--- src/rtl/uart_tx_fifo.sv ---
`timescale 1ns/1ps
`default_nettype none
// ============================================================================
//  Module      : uart_tx_fifo
//  Description : Byte FIFO feeding an 8N1 UART serializer. It accepts bytes
//                written to the muarttx CSR and reports the transmit status
//                bits that are read back through muartstat.
//  Revision    : 1.0 - initial release
// ============================================================================
module uart_tx_fifo #(
   parameter int DEPTH        = 8,
   parameter int CLKS_PER_BIT = 16
) (
   input  logic                       clk,
   input  logic                       rst,
   input  logic                       wr_valid,
   input  logic [7:0]                 wr_data,
   output logic                       wr_ready,
   output logic                       tx_empty,
   output logic                       tx_full,
   output logic                       overflow,
   output logic [$clog2(DEPTH):0]     count,
   output logic                       txd
);

   localparam int c_PTR_W  = $clog2(DEPTH);
   localparam int c_CNT_W  = $clog2(DEPTH) + 1;
   localparam int c_BAUD_W = $clog2(CLKS_PER_BIT);

   typedef enum logic [1:0] {
      ST_IDLE  = 2'd0,
      ST_START = 2'd1,
      ST_DATA  = 2'd2,
      ST_STOP  = 2'd3
   } state_t;

   // FIFO storage and bookkeeping
   logic [7:0]          r_mem [DEPTH];
   logic [c_PTR_W-1:0]  r_wr_ptr;
   logic [c_PTR_W-1:0]  r_rd_ptr;
   logic [c_CNT_W-1:0]  r_count;
   logic                r_overflow;

   // Serializer state
   state_t              r_state;
   state_t              w_state_next;
   logic [c_BAUD_W-1:0] r_baud;
   logic [c_BAUD_W-1:0] w_baud_next;
   logic [2:0]          r_bit;
   logic [2:0]          w_bit_next;
   logic [7:0]          r_shift;
   logic [7:0]          w_shift_next;
   logic                r_txd;
   logic                w_txd_next;

   logic                w_full;
   logic                w_push;
   logic                w_pop;
   logic                w_baud_done;

   // Acceptance is decided by occupancy at the start of the cycle, so a pop in
   // the same cycle never rescues a write that arrives while full.
   assign w_full      = (r_count == c_CNT_W'(DEPTH));
   assign w_push      = wr_valid && !w_full;
   assign w_baud_done = (r_baud == c_BAUD_W'(CLKS_PER_BIT - 1));

   assign wr_ready = !w_full;
   assign tx_full  = w_full;
   assign tx_empty = (r_count == '0) && (r_state == ST_IDLE);
   assign overflow = r_overflow;
   assign count    = r_count;
   assign txd      = r_txd;

   // Write accepted bytes into the circular buffer (contents need no reset)
   always_ff @(posedge clk) begin
      if (w_push) begin
         r_mem[r_wr_ptr] <= wr_data;
      end
   end

   // Pointer, occupancy and sticky overflow tracking
   always_ff @(posedge clk or posedge rst) begin
      if (rst) begin
         r_wr_ptr   <= '0;
         r_rd_ptr   <= '0;
         r_count    <= '0;
         r_overflow <= 1'b0;
      end else begin
         if (w_push) begin
            r_wr_ptr <= r_wr_ptr + c_PTR_W'(1);
         end
         if (w_pop) begin
            r_rd_ptr <= r_rd_ptr + c_PTR_W'(1);
         end
         if (w_push && !w_pop) begin
            r_count <= r_count + c_CNT_W'(1);
         end else if (!w_push && w_pop) begin
            r_count <= r_count - c_CNT_W'(1);
         end
         if (wr_valid && w_full) begin
            r_overflow <= 1'b1;
         end
      end
   end

   // Serializer state register; txd is a flop so the line is glitch-free
   always_ff @(posedge clk or posedge rst) begin
      if (rst) begin
         r_state <= ST_IDLE;
         r_baud  <= '0;
         r_bit   <= '0;
         r_shift <= '0;
         r_txd   <= 1'b1;
      end else begin
         r_state <= w_state_next;
         r_baud  <= w_baud_next;
         r_bit   <= w_bit_next;
         r_shift <= w_shift_next;
         r_txd   <= w_txd_next;
      end
   end

   // Next-state and line-level decode; txd follows the state being entered
   always_comb begin
      w_state_next = r_state;
      w_baud_next  = r_baud;
      w_bit_next   = r_bit;
      w_shift_next = r_shift;
      w_txd_next   = 1'b1;
      w_pop        = 1'b0;
      case (r_state)
         ST_IDLE: begin
            w_baud_next = '0;
            w_bit_next  = '0;
            if (r_count != '0) begin
               w_pop        = 1'b1;
               w_shift_next = r_mem[r_rd_ptr];
               w_state_next = ST_START;
               w_txd_next   = 1'b0;
            end
         end
         ST_START: begin
            w_txd_next = 1'b0;
            if (w_baud_done) begin
               w_baud_next  = '0;
               w_bit_next   = '0;
               w_state_next = ST_DATA;
               w_txd_next   = r_shift[0];
            end else begin
               w_baud_next = r_baud + c_BAUD_W'(1);
            end
         end
         ST_DATA: begin
            w_txd_next = r_shift[0];
            if (w_baud_done) begin
               w_baud_next = '0;
               if (r_bit == 3'd7) begin
                  w_state_next = ST_STOP;
                  w_txd_next   = 1'b1;
               end else begin
                  w_shift_next = {1'b0, r_shift[7:1]};
                  w_bit_next   = r_bit + 3'd1;
                  w_txd_next   = r_shift[1];
               end
            end else begin
               w_baud_next = r_baud + c_BAUD_W'(1);
            end
         end
         ST_STOP: begin
            w_txd_next = 1'b1;
            if (w_baud_done) begin
               w_baud_next  = '0;
               w_state_next = ST_IDLE;
            end else begin
               w_baud_next = r_baud + c_BAUD_W'(1);
            end
         end
         default: begin
            w_state_next = ST_IDLE;
            w_baud_next  = '0;
         end
      endcase
   end

endmodule
`default_nettype wire
--- config.mk ---
export PLATFORM = sky130hd
export DESIGN_NAME = uart_tx_fifo
export DESIGN_NICKNAME = d
export VERILOG_FILES = /design/src/rtl/uart_tx_fifo.sv
export SDC_FILE = /design/constraint.sdc
export NUM_CORES = 1
export LEC_CHECK = 0
export CAP_MARGIN = 20
export CELL_PAD_IN_SITES_DETAIL_PLACEMENT = 0
export CELL_PAD_IN_SITES_GLOBAL_PLACEMENT = 1
export CORE_MARGIN = 2
export CORE_UTILIZATION = 46
export DETAILED_ROUTE_END_ITERATION = 8
export PLACE_DENSITY_LB_ADDON = 0.1
export SETUP_SLACK_MARGIN = 0.1
export SLEW_MARGIN = 20
export SYNTH_ARGS = -nofsm -noshare
export SYNTH_HDL_FRONTEND = slang
export SYNTH_SLANG_ARGS = --single-unit
--- constraint.sdc ---
create_clock -name clk -period 3 [get_ports clk]
set_clock_uncertainty 0.15 [all_clocks]
set_input_delay 0.45 -clock clk [delete_from_list [all_inputs] [get_ports clk]]
set_output_delay 0.45 -clock clk [all_outputs]
set_load 0.05 [all_outputs]
==> results of run 1 <==
==> cell families (layout without fill, tap and decap cells) <==
family	count (synthesis)	after routing
xor gates and xnor gates	6	6
DFF	93	93
adders and majority gates	14	14
AOI/OAI and AO/OA	36	36
and+or+nand+nor	48	48
muxes	36	36
buffers and inverters	18	69
==> layer usage <==
layer / track usage, % / part of all wire [%] / vias to the layer above
met5: 0 / 0 / -
met4: 6.41 / 1.1 / 0
met3: 2.79 / 2.8 / 7
met2: 23.8 / 47 / 41
met1: 24.0 / 49 / 1135
li1: - / - / 1060
==> metrics by stage <==
step	utilization, %	std cells	setup slack [ps]
floorplan	-	251	53.9
detailed placement	51.7	385	140
global placement	51.7	385	182
CTS	54.2	400	132
global route	55.5	410	79.4
finish	55.5	410	158
==> where the power goes <==
group	internal, W	switching, W
Clock	0.000472	0.000449
Combinational	0.000383	0.000473
Sequential	0.00157	0.0000957
==> sequential cells by signal, summed over array words and instances (netlist names) <==
signal / flops
r_wr_ptr: 3
r_rd_ptr: 3
count: 4
r_baud: 4
r_state: 2
r_mem: 64
r_shift: 8
overflow: 1
txd: 1
r_bit: 3
==> cells in the mapped netlist, types with 2 or more instances <==
cell type | n | area share [%]
nand4_1 | 2 | 0.31
nor2_1 | 17 | 1.6
a21oi_1 | 8 | 0.99
a2111oi_0 | 2 | 0.43
a31oi_1 | 2 | 0.31
edfxtp_1 | 64 | 47
buf_2 | 3 | 0.37
xnor2_1 | 6 | 1.3
mux2_4 | 2 | 0.74
ha_1 | 13 | 4.0
mux2_2 | 10 | 2.8
mux4_2 | 7 | 3.9
mux2i_1 | 9 | 2.2
a22o_1 | 2 | 0.43
o21ai_1 | 2 | 0.25
inv_1 | 10 | 0.92
mux4_1 | 8 | 5.2
nor3_1 | 4 | 0.49
dfrtp_1 | 28 | 17
buf_6 | 3 | 0.83
o21ai_0 | 14 | 1.7
nand2b_1 | 4 | 0.62
a21o_1 | 2 | 0.37
nand2_1 | 12 | 1.1
==> worst max-delay path, stage by stage, from the launching register on <==
cell and delay [ps]:
dfrtp_2 450, or4b_4 580, nand2_4 100, inv_4 40
ha_4 160, inv_4 60, ha_4 190, a21o_4 230
a2111oi_4 330, a31oi_1 80, a221o_1 360
==> what timing repair did <==
action	in CTS	in global routing
resized for setup	1	5
pin swaps	0	5
setup endpoints to repair	1	1
gates cloned	0	0
setup buffers	0	10
==> how the worst max path moves through the flow <==
stage                    startpoint              endpoint  slack, ps
6_report       count[2]$_DFFE_PP0P_  count[3]$_DFFE_PP0P_        160
5_1_grt        count[2]$_DFFE_PP0P_  count[3]$_DFFE_PP0P_         80
4_1_cts        count[0]$_DFFE_PP0P_  count[3]$_DFFE_PP0P_        130
3_5_place_dp   count[0]$_DFFE_PP0P_  count[3]$_DFFE_PP0P_        140
3_3_place_gp   count[0]$_DFFE_PP0P_  count[3]$_DFFE_PP0P_        180
2_1_floorplan  count[0]$_DFFE_PP0P_  count[3]$_DFFE_PP0P_         50
==> final cells by class <==
type / count / area (µm²) / area share (%)
Clock buffer: 9 / 124 / 2.58
Timing Repair Buffer: 44 / 374 / 7.81
Clock inverter: 6 / 93.8 / 1.96
Sequential cell: 93 / 2650 / 55.4
Tap cell: 108 / 135 / 2.82
Inverter: 10 / 42.5 / 0.888
Multi-Input combinational cell: 140 / 1370 / 28.6
==> metrics.txt, run 1 <==
largest family of logic cells by synthesized area=multiplexers; CTS Sinks=slightly above 90; Port Buf Inserts=19; Power, Total=approximately 0.0034 W; CTS tree=done; Inserted Clock Buffers=9; clock root cell=clkbuf_8; Clock Pin Slew Worst Setup and Hold Paths=around 90 ps; flop-to-flop setup slack=approximately 160 ps; largest net degree at the start of global routing=22; Yosys reg bits=93; Starting Density=a little under half; Core Box Area=roughly 8600 µm²; outcome=completed; Critical Path RT=~3100 ps; Worst Hold Slack=about 200 ps; post-route cell area=4790 µm²; Synth Flop Type=edfxtp_1; vias in the first global route=~2200; Iter 0 DRT Violations=roughly 130; Avg WL per Cell=18.1 µm; Synth Area in XOR/XNOR=1.29%; initial antenna violation count=0; simple logic cell fraction of the synthesized area=between 6 and 7%; DRC Markers=0; max_slew headroom=about 46%; CTS Buffer Depth=2; worst reg2reg endpoint=count[3]$_DFFE_PP0P_; dpl hpwl=between 4000 and 5000 µm; worst slew pin tran=around 810 ps; Seq/Total Area, Yosys=65.2%; Leakage=~1.8 nW; Max VDD drop=roughly 450 µV; FP Rows=34; # fillers=710; Chip Width=slightly below 100 µm; Area Growth Syn to Fin=18.0%; Post-Syn Area=roughly 4100 µm²; fin crit period=~2800 ps; total die area=approximately 9600 µm²; drt via density=about 5.5; quantity of hold-fixing buffers added after cts=0; DP Area=between 4000 and 5000 µm²; routability cong.=roughly 0.7; Vias=around 2200; critical path type=flop to flop; Tot GR Track Use=between 15 and 20%; Clk Latency, worst-skew pair=360 ps; Die Ht=98.0 µm; Max Cap Viol=0; Hold Crit Class=input pin to asynchronous set/reset pin; Final setup viols=0; power per cell area=around 720 nW/µm²; Achievable Freq=~350 MHz; Cells after Synth=251; final wirelength=7420 µm; Synth Net Count=276; DR pass1 iterations=4; Worst setup EP type=flop; total gr overflow=0; adder-cell share of the synthesized area=4.50%; Worst Path Arrival=2940 ps; commonest non-fill, non-tap cell in the layout=edfxtp_1; Net count, final=323; mean post-synth cell area=16.2 µm²; FFs w/ async S/R, synth=between 30 and 40%; unrepaired setup endpoints after global routing=true; # IOs=20; startpoint types=flop; library cells used by synthesis=between 40 and 50; number of synthesized flops with an enable pin=64; Compound-Gate Fraction of Synth Area=5.39%; ant diodes=0; H-tree depth=3; Final Hold Viols=0; most frequent cells in the layout=edfxtp_1 (64), buf_4 (26), dfrtp_1 (24); setup TNS after final layout=0 ps; mux cell area share after synthesis=14.8%; first-pass GRT wire length=11600 µm; crit-path max FO=5; Worst R2R Path Depth=10; Yosys Warn Count=0; Slew Viols, Final=0; layout cells sized above 1=approximately a quarter; Tcrit/Tclk final=between 90% and 100%; worst r2r src=count[2]$_DFFE_PP0P_; DRT antenna net count=0
Note: power is estimated with default switching activity, not from simulation.
==> inputs of run 2 (changes only) <==
- CTS_BUF_LIST: not set -> sky130_fd_sc_hd__clkbuf_4 sky130_fd_sc_hd__clkbuf_8 sky130_fd_sc_hd__clkbuf_16
==> results of run 2 <==
Same layout as run 1: the final DEF is identical, and so are final timing and power.
